`config.mk`:
```
export PLATFORM = sky130hd
export DESIGN_NAME = mem_read_responder_flat
export DESIGN_NICKNAME = d
export VERILOG_FILES = /design/src/rtl/mem_read_responder_if.sv /design/src/rtl/mem_read_responder.sv /design/src/flat_wrapper.sv
export SDC_FILE = /design/constraint.sdc
export NUM_CORES = 1
export LEC_CHECK = 0
export BUFFER_PORTS_ARGS = -buffer_cell sky130_fd_sc_hd__buf_4
export CAP_MARGIN = 10
export CORE_MARGIN = 2
export CORE_UTILIZATION = 35
export DETAILED_ROUTE_END_ITERATION = 7
export PLACE_DENSITY = 0.56
export SLEW_MARGIN = 20
export SYNTH_ARGS = -nofsm -noshare
export SYNTH_HDL_FRONTEND = slang
export SYNTH_SLANG_ARGS = --single-unit
```
`constraint.sdc`:
```
create_clock -name clock -period 8.36 [get_ports clock]
set_input_delay 2.508 -clock clock [delete_from_list [all_inputs] [get_ports clock]]
set_output_delay 2.508 -clock clock [all_outputs]
set_load 0.03 [all_outputs]
```
`src/rtl/mem_read_responder_if.sv`:
```
// Request, beat-stream and SRAM read-port signals of the memory read responder.
// Handshakes (req, data) transfer on a rising edge where valid and ready are both 1; a
// valid source holds its payload steady until that edge, and ready may depend on valid.
interface mem_read_responder_if #(
  parameter int BEAT_BYTES     = 32,
  parameter int SRAM_ADDR_BITS = 12
);
  logic                      req_valid;
  logic                      req_ready;
  logic [33:0]               req_len;
  logic [63:0]               req_addr_address;
  logic                      inProgress;
  logic                      data_valid;
  logic                      data_ready;
  logic [BEAT_BYTES*8-1:0]   data;
  logic                      sram_rd_en;
  logic [SRAM_ADDR_BITS-1:0] sram_rd_addr;
  logic [BEAT_BYTES*8-1:0]   sram_rd_data;
  logic                      err;

  modport master (
    output req_valid, req_len, req_addr_address, data_ready, sram_rd_data,
    input  req_ready, inProgress, data_valid, data, sram_rd_en, sram_rd_addr, err
  );

  modport slave (
    input  req_valid, req_len, req_addr_address, data_ready, sram_rd_data,
    output req_ready, inProgress, data_valid, data, sram_rd_en, sram_rd_addr, err
  );
endinterface

```
`src/rtl/mem_read_responder.sv`:
```
// Streams ceil(len/BEAT_BYTES) beats from a 1-cycle-latency SRAM through a 2-entry FIFO,
// starting at the beat that contains the request address.
module mem_read_responder #(
  parameter int BEAT_BYTES     = 32,
  parameter int SRAM_ADDR_BITS = 12
) (
  input  logic                 clock,
  input  logic                 areset,
  mem_read_responder_if.slave  bus,
  output logic                 debug_state
);
  localparam int OFF_BITS = (BEAT_BYTES > 1) ? $clog2(BEAT_BYTES) : 0;
  localparam int DW       = BEAT_BYTES * 8;
  localparam int CW       = 35;

  typedef enum logic {IDLE = 1'b0, STREAM = 1'b1} state_t;

  state_t                    state;
  state_t                    state_next;
  logic                      ready_q;
  logic [CW-1:0]             reads_left;
  logic [CW-1:0]             beats_left;
  logic [SRAM_ADDR_BITS-1:0] beat_idx;
  logic                      in_flight;
  logic [DW-1:0]             fifo_mem [2];
  logic                      rd_ptr;
  logic                      wr_ptr;
  logic [1:0]                count;

  logic                      fire;
  logic                      pop;
  logic                      push;
  logic                      last_pop;
  logic                      misaligned;
  logic                      room;
  logic                      issue;
  logic [2:0]                occupancy_next;
  logic [CW-1:0]             req_beats;
  logic [63:0]               req_index_full;
  logic                      unused_index_bits;

  assign req_index_full    = bus.req_addr_address >> OFF_BITS;
  assign unused_index_bits = ^req_index_full;
  assign req_beats         = ({1'b0, bus.req_len} + CW'(BEAT_BYTES - 1)) >> OFF_BITS;
  assign misaligned        = (bus.req_addr_address & 64'(BEAT_BYTES - 1)) != 64'd0;

  assign fire     = bus.req_valid && bus.req_ready;
  assign pop      = (count != 2'd0) && bus.data_ready;
  assign push     = in_flight;
  assign last_pop = pop && (beats_left == CW'(1));

  // A beat popped this cycle frees its slot in time for a read issued now, which keeps
  // the stream at one beat per cycle with only two FIFO entries.
  assign occupancy_next = {1'b0, count} + {2'b00, in_flight} - {2'b00, pop};
  assign room           = occupancy_next < 3'd2;

  always_ff @(posedge clock or negedge areset) begin
    if (!areset) state <= IDLE;
    else         state <= state_next;
  end

  always_comb begin
    state_next = state;
    case (state)
      IDLE:    if (fire && (req_beats != '0)) state_next = STREAM;
      STREAM:  if (last_pop)                  state_next = IDLE;
      default: state_next = IDLE;
    endcase
  end

  always_comb begin
    issue          = (state == STREAM) && (reads_left != '0) && room;
    bus.req_ready  = ready_q && (state == IDLE);
    bus.inProgress = (state == STREAM);
    bus.sram_rd_en = issue;
    bus.data_valid = (count != 2'd0);
    bus.data       = fifo_mem[rd_ptr];
    debug_state    = state;
  end

  assign bus.sram_rd_addr = beat_idx;

  always_ff @(posedge clock or negedge areset) begin
    if (!areset) begin
      ready_q     <= 1'b0;
      bus.err     <= 1'b0;
      reads_left  <= '0;
      beats_left  <= '0;
      beat_idx    <= '0;
      in_flight   <= 1'b0;
      rd_ptr      <= 1'b0;
      wr_ptr      <= 1'b0;
      count       <= 2'd0;
      fifo_mem[0] <= '0;
      fifo_mem[1] <= '0;
    end else begin
      ready_q   <= 1'b1;
      bus.err   <= fire && misaligned;
      in_flight <= issue;
      if (fire) begin
        beat_idx   <= req_index_full[SRAM_ADDR_BITS-1:0];
        reads_left <= req_beats;
        beats_left <= req_beats;
      end else begin
        if (issue) begin
          beat_idx   <= beat_idx + SRAM_ADDR_BITS'(1);
          reads_left <= reads_left - CW'(1);
        end
        if (pop) beats_left <= beats_left - CW'(1);
      end
      if (push) begin
        fifo_mem[wr_ptr] <= bus.sram_rd_data;
        wr_ptr           <= ~wr_ptr;
      end
      if (pop) rd_ptr <= ~rd_ptr;
      case ({push, pop})
        2'b10:   count <= count + 2'd1;
        2'b01:   count <= count - 2'd1;
        default: count <= count;
      endcase
    end
  end
endmodule

```
`src/flat_wrapper.sv`:
```
// flat-port wrapper written by rule: the top's interface ports become plain ports
module mem_read_responder_flat 
#(
  parameter int BEAT_BYTES     = 32,
  parameter int SRAM_ADDR_BITS = 12
)
  (clock, areset, debug_state, bus_req_valid, bus_req_len, bus_req_addr_address, bus_data_ready, bus_sram_rd_data, bus_req_ready, bus_inProgress, bus_data_valid, bus_data, bus_sram_rd_en, bus_sram_rd_addr, bus_err);
  mem_read_responder_if #(.BEAT_BYTES(BEAT_BYTES), .SRAM_ADDR_BITS(SRAM_ADDR_BITS)) bus_i ();
  input  logic clock;
  input  logic areset;
  output logic debug_state;
  input wire logic [$bits(bus_i.req_valid)-1:0] bus_req_valid;
  input wire logic [$bits(bus_i.req_len)-1:0] bus_req_len;
  input wire logic [$bits(bus_i.req_addr_address)-1:0] bus_req_addr_address;
  input wire logic [$bits(bus_i.data_ready)-1:0] bus_data_ready;
  input wire logic [$bits(bus_i.sram_rd_data)-1:0] bus_sram_rd_data;
  output wire logic [$bits(bus_i.req_ready)-1:0] bus_req_ready;
  output wire logic [$bits(bus_i.inProgress)-1:0] bus_inProgress;
  output wire logic [$bits(bus_i.data_valid)-1:0] bus_data_valid;
  output wire logic [$bits(bus_i.data)-1:0] bus_data;
  output wire logic [$bits(bus_i.sram_rd_en)-1:0] bus_sram_rd_en;
  output wire logic [$bits(bus_i.sram_rd_addr)-1:0] bus_sram_rd_addr;
  output wire logic [$bits(bus_i.err)-1:0] bus_err;
  assign bus_i.req_valid = bus_req_valid;
  assign bus_i.req_len = bus_req_len;
  assign bus_i.req_addr_address = bus_req_addr_address;
  assign bus_i.data_ready = bus_data_ready;
  assign bus_i.sram_rd_data = bus_sram_rd_data;
  assign bus_req_ready = bus_i.req_ready;
  assign bus_inProgress = bus_i.inProgress;
  assign bus_data_valid = bus_i.data_valid;
  assign bus_data = bus_i.data;
  assign bus_sram_rd_en = bus_i.sram_rd_en;
  assign bus_sram_rd_addr = bus_i.sram_rd_addr;
  assign bus_err = bus_i.err;
  mem_read_responder #(.BEAT_BYTES(BEAT_BYTES), .SRAM_ADDR_BITS(SRAM_ADDR_BITS)) u_core (.clock(clock), .areset(areset), .bus(bus_i), .debug_state(debug_state));
endmodule
```
# ---- Word-level counts from Yosys, hierarchy flattened
# Cells that the tools add are included.
dict set report word_totals {
  register_bits 602
  in_bits 358
  output_inout_bits 274
  elab_cells 64
}
dict set report classes {
  n_addsub 8
  magnitude_cmp 4
  n_eq_ne 3
  n_mux 16
  bitwise 5
  n_reduce_logical 16
}
# op n
set ops {}
lappend ops {{2-to-1 mux 256 bit} 4}
lappend ops {{bitwise mux 512 bit} 1}
lappend ops {{demux 256 bit (select 1 bit)} 1}
lappend ops {{2-to-1 mux 35 bit} 4}
lappend ops {{nonzero test 35 bit} 2}
lappend ops {{subtractor 35 x 1 -> 35 bit, second input constant} 2}
lappend ops {{nonzero test 64 bit} 1}
lappend ops {{adder 34 x 5 -> 35 bit, second input constant} 1}
lappend ops {{equality test 35 x 1 -> 1 bit, second input constant} 1}
lappend ops {{2-to-1 mux 12 bit} 2}
lappend ops {{adder 12 x 1 -> 12 bit, second input constant} 1}
lappend ops {{logical AND 1 bit} 9}
lappend ops {{nonzero test 2 bit} 4}
lappend ops {{greater-or-equal comparator 2 bit, second input constant} 2}
lappend ops {{NOT 1 -> 2 bit} 2}
lappend ops {{case mux 2 bit (2 select lines)} 1}
lappend ops {{adder 2 x 1 -> 3 bit} 1}
lappend ops {{less-than comparator 3 x 2 -> 1 bit, second input constant} 1}
lappend ops {{NOT 1 bit} 3}
lappend ops {{subtractor 3 x 1 -> 3 bit} 1}
lappend ops {{adder 2 x 1 -> 2 bit, second input constant} 1}
lappend ops {{equality test 2 x 1 -> 1 bit, second input constant} 1}
lappend ops {{equality test 2 bit, second input constant} 1}
lappend ops {{less-than comparator 2 x 1 -> 1 bit, second input constant} 1}
lappend ops {{other kinds (3)} 4}

# ---- Depth between registers and ports, before layout
# Gate-level depths: netlist of run 1.
dict set report logic_depth {
  word_depth 7
  ltp_mapped 15
  depth_no_buf 12
}

# ---- Worst setup path after synthesis of run 1
# No wires, ideal clock.
dict set report synth_path {
  path_type {input port to output port}
  start {in bus_data_ready}
  end {out bus_sram_rd_en}
  t_arrival_ns 4.992
  required_ns 5.852
  setup_slack_ns 0.860
  cell_stages 11
  cell_sequence {o21ai_1 > inv_1 > ha_1 > nand2b_1 > fa_1 > xnor2_1 > and3_1 > clkbuf_1 > o21ai_1 > inv_1 > clkbuf_1}
}
dict set report synth_via {
  elab_chain_len 4
}
# item line_no
set synth_lines {}
lappend synth_lines {{start, declared} flat_wrapper.sv:15} ;# input wire logic [$bits(bus_i.data_ready)-1:0] bus_data_ready;
lappend synth_lines {{logical AND 1 bit} mem_read_responder.sv:48} ;# assign pop = (count != 2'd0) && bus.data_ready;
lappend synth_lines {{net u_core.pop} mem_read_responder.sv:31} ;# logic pop;
lappend synth_lines {{subtractor 3 x 1 -> 3 bit} mem_read_responder.sv:54} ;# assign occupancy_next = {1'b0, count} + {2'b00, in_flight} - {2'b00, pop};
lappend synth_lines {{less-than comparator 3 x 2 -> 1 bit} mem_read_responder.sv:55} ;# assign room = occupancy_next < 3'd2;
lappend synth_lines {{logical AND 1 bit} mem_read_responder.sv:72} ;# issue = (state == STREAM) && (reads_left != '0) && room;
lappend synth_lines {{end, declared} flat_wrapper.sv:21} ;# output wire logic [$bits(bus_i.sram_rd_en)-1:0] bus_sram_rd_en;
# The timed path passes the listed nets, and every way through them passes these cells.

# ---- Final worst setup path of run 1
# Ends and elaborated chain as after synthesis.

==> results of run 1 <==
==> layout make-up <==
cell class                 count  area share, %
multi-input combinational   1246           33.1
inverter                      12          0.128
clock buffer                  96           5.79
sequential                   602           42.7
tap                         1040           3.69
antenna                        8         0.0567
timing repair buffer         604           13.2
clock inverter                29           1.36
==> through the flow <==
| step | utilization (%) | instances | cell area (sq um) | power [uW] |
|---|---|---|---|---|
| after CTS | 45.7 | 3629 | 35300 | 16600 |
| final | 45.7 | 3637 | 35300 | 16400 |
| after global routing | 45.7 | 3637 | 35300 | 17300 |
| after floorplan | - | 1965 | 27200 | 10400 |
| after global placement | 42.4 | 3502 | 32700 | 13000 |
| after detailed placement | 42.4 | 3504 | 32800 | 13200 |
==> flip-flops by register name, indices dropped and copies added (netlist names) <==
register / cells
u_core.wr_ptr: 1
u_core.bus.sram_rd_addr: 12
u_core.count: 2
u_core.bus.inProgress: 1
u_core.in_flight: 1
u_core.reads_left: 35
u_core.ready_q: 1
u_core.beats_left: 35
u_core.fifo_mem: 512
u_core.bus.err: 1
u_core.rd_ptr: 1
==> where the power goes <==
part / switching, uW / internal (uW) / leakage (uW)
clock: 1250 / 2060 / 0.00125
combinational: 4230 / 3710 / 0.00698
sequential: 798 / 4340 / 0.00710
==> worst min-delay path by stage <==
stage,start,endpoint,slack (ns),cells past startpoint
floorplan,u_core.reads_left[31],u_core.reads_left[31],0.45,1
global placement,u_core.reads_left[31],u_core.reads_left[31],0.47,1
detailed placement,u_core.fifo_mem[233],u_core.fifo_mem[233],0.49,1
CTS,u_core.fifo_mem[178],u_core.fifo_mem[178],0.50,1
global route,u_core.fifo_mem[13],u_core.fifo_mem[13],0.51,1
finish,u_core.fifo_mem[207],u_core.fifo_mem[207],0.50,1
==> routing by layer <==
layer | global-route usage [%] | wire length (microns) | part of all wire, % | vias to the layer above
met5 | 0 | 51 | 0.071 | -
met4 | 6.59 | 1920 | 2.7 | 8
met3 | 5.96 | 5570 | 7.7 | 119
met2 | 29.4 | 36200 | 50 | 438
met1 | 20.6 | 28400 | 39 | 9200
li1 | - | - | - | 8245
==> kinds of logic after synthesis <==
kind of cell | count (synthesis)
AO/OA/AOI/OAI | 123
XOR/XNOR | 76
adder cells (fa/ha/maj) | 7
buffers and inverters | 117
flip-flops | 602
multiplexers | 770
other | 1
AND/OR/NAND/NOR | 269
==> layout by cell type (no fill, tap or decap), types with 9 or more instances in the layout <==
cell type    n
o21ai_0     24
mux2_2     768
bufinv_16   11
dfrtp_1    601
o311ai_0     9
a21oi_1     26
xor2_1      32
clkbuf_1    10
nor3_1      26
nor4_1      17
nand3_1     27
or3_1       13
o211ai_1    15
nand4_1      9
clkbuf_8    13
inv_1       12
xnor2_1     44
nor2_1      54
clkbuf_16   73
and3_1      12
nand2_1     59
buf_4      594
clkinv_2    12
==> flow_metrics.tcl, run 1 <==
set metrics [dict create \
    fin_skew_ns 0.0194 \
    worst_setup_path_start_kind "primary input" \
    synthArstFlopShare_pct 100 \
    clock-sinks 602 \
    path_depth 11 \
    setup_slack_ns 0.829 \
    synth_xor_area_share_pct 2.45 \
    reg2reg_from "u_core.count[1]" \
    first_iter_violations 676 \
    synth_largest_area_cell "dfrtp_1" \
    r2r_slack_ns 4.51 \
    reg2reg_depth 11 \
    multi_input_area_sq_um 11700 \
    synth_cell_types 67 \
    synth_top_area_share_pct 55.4 \
    track_usage_pct 17.5 \
    drv_slew 0 \
    crit_fanout 8 \
    synth_adder_area_share_pct 0.350 \
    synth_top_family_by_area "multiplexers" \
    gp_congestion 0.824 \
    synth-simple-area-share_pct 5.12 \
    maxCapViolCount 0 \
    finalCriticalPeriod_ns 7.53 \
    worst_path_dominant_cell_family "adder cells" \
    die_h_microns 283 \
    critPathKind "in2out" \
    hold_viol_final 0 \
    wl_per_cell_microns 19.8 \
    synth.area.mux_share_pct 31.9 \
    crit_slowest_cell "fa_1" \
    endpoint "bus_sram_rd_en" \
    via_count 18010 \
    vdd_drop_max_uv 257 \
    crit_start "bus_data_ready" \
    grt_overflow 0 \
    rows 102 \
    power.density_nw_per_um2 464 \
    final-seq-area_sq_um 15100 \
    rsz0062_at_grt "false" \
    status "completed" \
    post_cts_buffers 0 \
    whs_ns 0.496 \
    dp_hpwl_microns 49500 \
    cts_hold_buf 0 \
    timing.slew.headroom_pct 26.7 \
    final.setup.tns_ns 0 \
    first_pass_iters 4 \
    synth_most_common_cell "mux2_2" \
    cp_cell_sequence "buf_4 > o21ai_1 > inv_1 > ha_1 > nand2b_1 > fa_1 > xnor2_1 > and3_1 > o21ai_1 > inv_1 > buf_4" \
    ys_seq_area_share_pct 55.4 \
    r2r-end "u_core.reads_left[25]" \
    antenna_found_initial 12 \
    drive_gt1_share_pct 58.4 \
    start_util_pct 35.2 \
    die_x_microns 283 \
    layout.nets 2902 \
    drc 0 \
    worst_pin_slew_ns 1.10 \
    synth_flop_cell "dfrtp_1" \
    critPathBufInv 4 \
    yosysWarnings 0 \
    cts_buffers 71 \
    synth_edf_count 0 \
    die_area_sq_um 79900 \
    synth.area.top_cells "dfrtp_1, mux2_2, xnor2_1" \
    path_clk_slew_ns 0.05 \
    timing.fmax_ghz 0.133 \
    synth_compound_gate_area_share_pct 3.09 \
    cts_buffer_depth 3 \
    io_pins 632 \
    cts_resized 0 \
    cts_max_level 3 \
    avgSynthCellArea_sq_um 13.8 \
    fillCellCount 7044 \
    portBuffers 584 \
    grt_max_degree 147 \
    wl_microns 72100 \
    syn_to_final_growth_pct 29.9 \
    clock-root-buffer "clkbuf_16" \
    period_share_pct 90.1 \
    syn_inst 1965 \
    worstPathRequired_ns 5.85 \
    cts_tree "built" \
    coreArea_sq_um 77200 \
    hold_path.class "reg2reg" \
    crit_arrival_ns 5.02 \
    worstSetupEndpointType "output port" \
    dp_slack_ns 0.808 \
    cp_slowest_stage_delay_ns 0.39 \
    syn_nets 2330 \
    syn_area_sq_um 27200 \
    ys_ff_latch 602 \
    setup_viol 0 \
    vias_per_cell 4.95 \
    insertion_delay_ns 0.61 \
    grt_pass1_wl_microns 109000 \
    drt.antenna.violating_nets 0 \
    synth.top_cells.by_count "mux2_2, dfrtp_1, clkbuf_1, nand2_1, nor2_1" \
    grt_pass1_vias 18949 \
    p_leak_uw 0.0153 \
]
No activity file was read; power rests on OpenSTA's default activity.
==> run 2: changes to the inputs <==
--- a/config.mk
+++ b/config.mk
@@ -7,10 +7,10 @@
 export LEC_CHECK = 0
 export BUFFER_PORTS_ARGS = -buffer_cell sky130_fd_sc_hd__buf_4
 export CAP_MARGIN = 10
-export CORE_MARGIN = 2
-export CORE_UTILIZATION = 35
+export CORE_AREA = 2 2 245 247
 export DETAILED_ROUTE_END_ITERATION = 7
-export PLACE_DENSITY = 0.56
+export DIE_AREA = 0 0 247 249
+export PLACE_DENSITY = 0.7
 export SLEW_MARGIN = 20
 export SYNTH_ARGS = -nofsm -noshare
 export SYNTH_HDL_FRONTEND = slang
==> run 2 against run 1 <==
  * Critical path depth grew 1
  * Setup slack worse by 0.050 ns
  * Flip-flop and latch count is the same
  * Hold slack lost 0.0097 ns
  * Global-route usage rose by 5.1 points
  * Cell count fell by 7.5%
  * Wire length shrank 2.8%
  * Critical path type unchanged
  * Largest cell class unchanged
==> flow_metrics.tcl, run 2 (synthesis results as in run 1) <==
set metrics [dict create \
    most-common-layout-cells "mux2_2, dfrtp_1, buf_4" \
    swShare_pct 39.1 \
    insertion_delay_ns 0.61 \
    finalCriticalPeriod_ns 7.58 \
    worst_pin_slew_ns 1.18 \
    critPathKind "in2out" \
    cts_hold_buf 0 \
    vdd_drop_max_uv 300 \
    io_pins 632 \
    clock-root-buffer "clkbuf_16" \
    postLayoutCellArea_sq_um 34600 \
    endpoint "bus_sram_rd_en" \
    dpl_cell_area_sq_um 32300 \
    hold_viol_final 0 \
    antenna_found_initial 10 \
    setup_viol 0 \
    cts_buffers 67 \
    path_depth 12 \
    path_clk_slew_ns 0.05 \
    grt_pass1_wl_microns 109000 \
    fillCellCount 4721 \
    power_frac_seq_pct 32.2 \
    crit_start "bus_data_ready" \
    syn_to_final_growth_pct 27.2 \
    die_x_microns 247 \
    reg2reg_depth 14 \
    cts_max_level 3 \
    portBuffers 584 \
    critPathBufInv 5 \
    die_h_microns 249 \
    dp.cells 3234 \
    layout.nets 2896 \
    rows 89 \
    post_cts_buffers 0 \
    worstSetupEndpointType "output port" \
    wl_microns 70100 \
    worst_path_dominant_cell_family "adder cells" \
    crit_arrival_ns 5.07 \
    drt.antenna.violating_nets 0 \
    reg2reg_from "u_core.count[1]" \
    top_regs "u_core.fifo_mem: 512 flops, u_core.beats_left: 35 flops, u_core.reads_left: 35 flops" \
    power.internal_uw 9760 \
    status "completed" \
    fin_cells 3364 \
    start_util_pct 46.3 \
    netSwitchingPower_uw 6260 \
    r2r-end "u_core.bus.sram_rd_addr[3]" \
    cts_tree "built" \
    comb_power_share_pct 49.6 \
    timing.fmax_ghz 0.132 \
    hold_path.class "reg2reg" \
    gp_congestion 0.853 \
    p_leak_uw 0.0151 \
    cts_resized 0 \
    grt_max_degree 177 \
    crit_slowest_cell "fa_1" \
    first_iter_violations 865 \
    worstPathRequired_ns 5.85 \
    drive_gt1_share_pct 57.8 \
    power.density_nw_per_um2 463 \
    first_pass_iters 4 \
    maxCapViolCount 0 \
    dp_hpwl_microns 48100 \
    grt_pass1_vias 19577 \
    clock-sinks 602 \
    r2r_slack_ns 4.49 \
    vias_per_cell 5.38 \
    whs_ns 0.487 \
    p_clk_share_pct 18.2 \
    drc 0 \
    track_usage_pct 22.5 \
    worst_setup_path_start_kind "primary input" \
    timing.slew.headroom_pct 21.1 \
    largest_register_ffs 512 \
    cp_cell_sequence "buf_4 > o21ai_1 > inv_1 > ha_1 > nand2b_1 > fa_1 > xnor2_1 > and3_1 > o21ai_1 > buf_4 > inv_1 > buf_4" \
    path_common_cell "buf_4" \
    final.setup.tns_ns 0 \
    crit_fanout 12 \
    coreArea_sq_um 58700 \
    grt_overflow 0 \
    drv_slew 0 \
    die_area_sq_um 61500 \
    period_share_pct 90.7 \
    fin_skew_ns 0.0154 \
    cp_slowest_stage_delay_ns 0.39 \
    wl_per_cell_microns 20.8 \
    via_count 18086 \
    final_common_cell "mux2_2" \
    regMostFlops "u_core.fifo_mem" \
    rsz0062_at_grt "false" \
    cts_buffer_depth 3 \
]
## run 2: final cells by class
class / count / area, sq um / share of cell area [%]
tap: 773 / 967 / 2.80
multi-input combinational: 1246 / 11700 / 33.8
inverter: 12 / 45.0 / 0.130
clock buffer: 102 / 1940 / 5.60
sequential: 602 / 15100 / 43.6
timing repair buffer: 602 / 4610 / 13.3
clock inverter: 18 / 251 / 0.727
antenna: 9 / 22.5 / 0.0651
## run 2: worst reg2reg max path: cells and delay by family, from the launching register on
kind / cells / cell delay, ns
flops: 1 / 0.46
simple gates: 3 / 0.73
xor+xnor: 1 / 0.13
compound gates: 4 / 0.97
buf+inv: 4 / 0.69
fa+ha+maj: 2 / 0.77
## run 2: per-layer routing
layer	routed length, microns	global-route usage, %	vias up
li1	-	-	8261
met1	27400	26.5	9217
met5	16	0	-
met4	2340	8.76	2
met2	35500	38.5	482
met3	4860	6.73	124
## run 2: how the worst min path moves through the flow
stage / start / to / depth (start not counted)
global route: u_core.fifo_mem[134] / u_core.fifo_mem[134] / 1
floorplan: u_core.reads_left[31] / u_core.reads_left[31] / 1
detailed placement: u_core.fifo_mem[29] / u_core.fifo_mem[29] / 1
CTS: u_core.reads_left[31] / u_core.reads_left[31] / 1
global placement: u_core.reads_left[31] / u_core.reads_left[31] / 1
finish: u_core.reads_left[31] / u_core.reads_left[31] / 1
## run 2: per-stage QoR
| stage | util, % | power (uW) | setup WS [ns] |
|---|---|---|---|
| after floorplan | - | 10400 | 0.860 |
| after global placement | 55.1 | 12900 | 0.828 |
| after detailed placement | 55.1 | 13200 | 0.797 |
| after CTS | 58.8 | 16200 | 0.750 |
| after global routing | 58.9 | 16800 | 0.563 |
| final | 58.9 | 16000 | 0.779 |
## run 2: power groups by stage
stage | logic (uW) | clock network, uW | registers (uW)
6_report | 7950 | 2920 | 5150
5_1_grt | 8400 | 3110 | 5320
4_1_cts | 8020 | 2990 | 5140
3_5_place_dp | 7990 | 0 | 5180
3_3_place_gp | 7860 | 0 | 5050
2_1_floorplan | 5470 | 0 | 4930
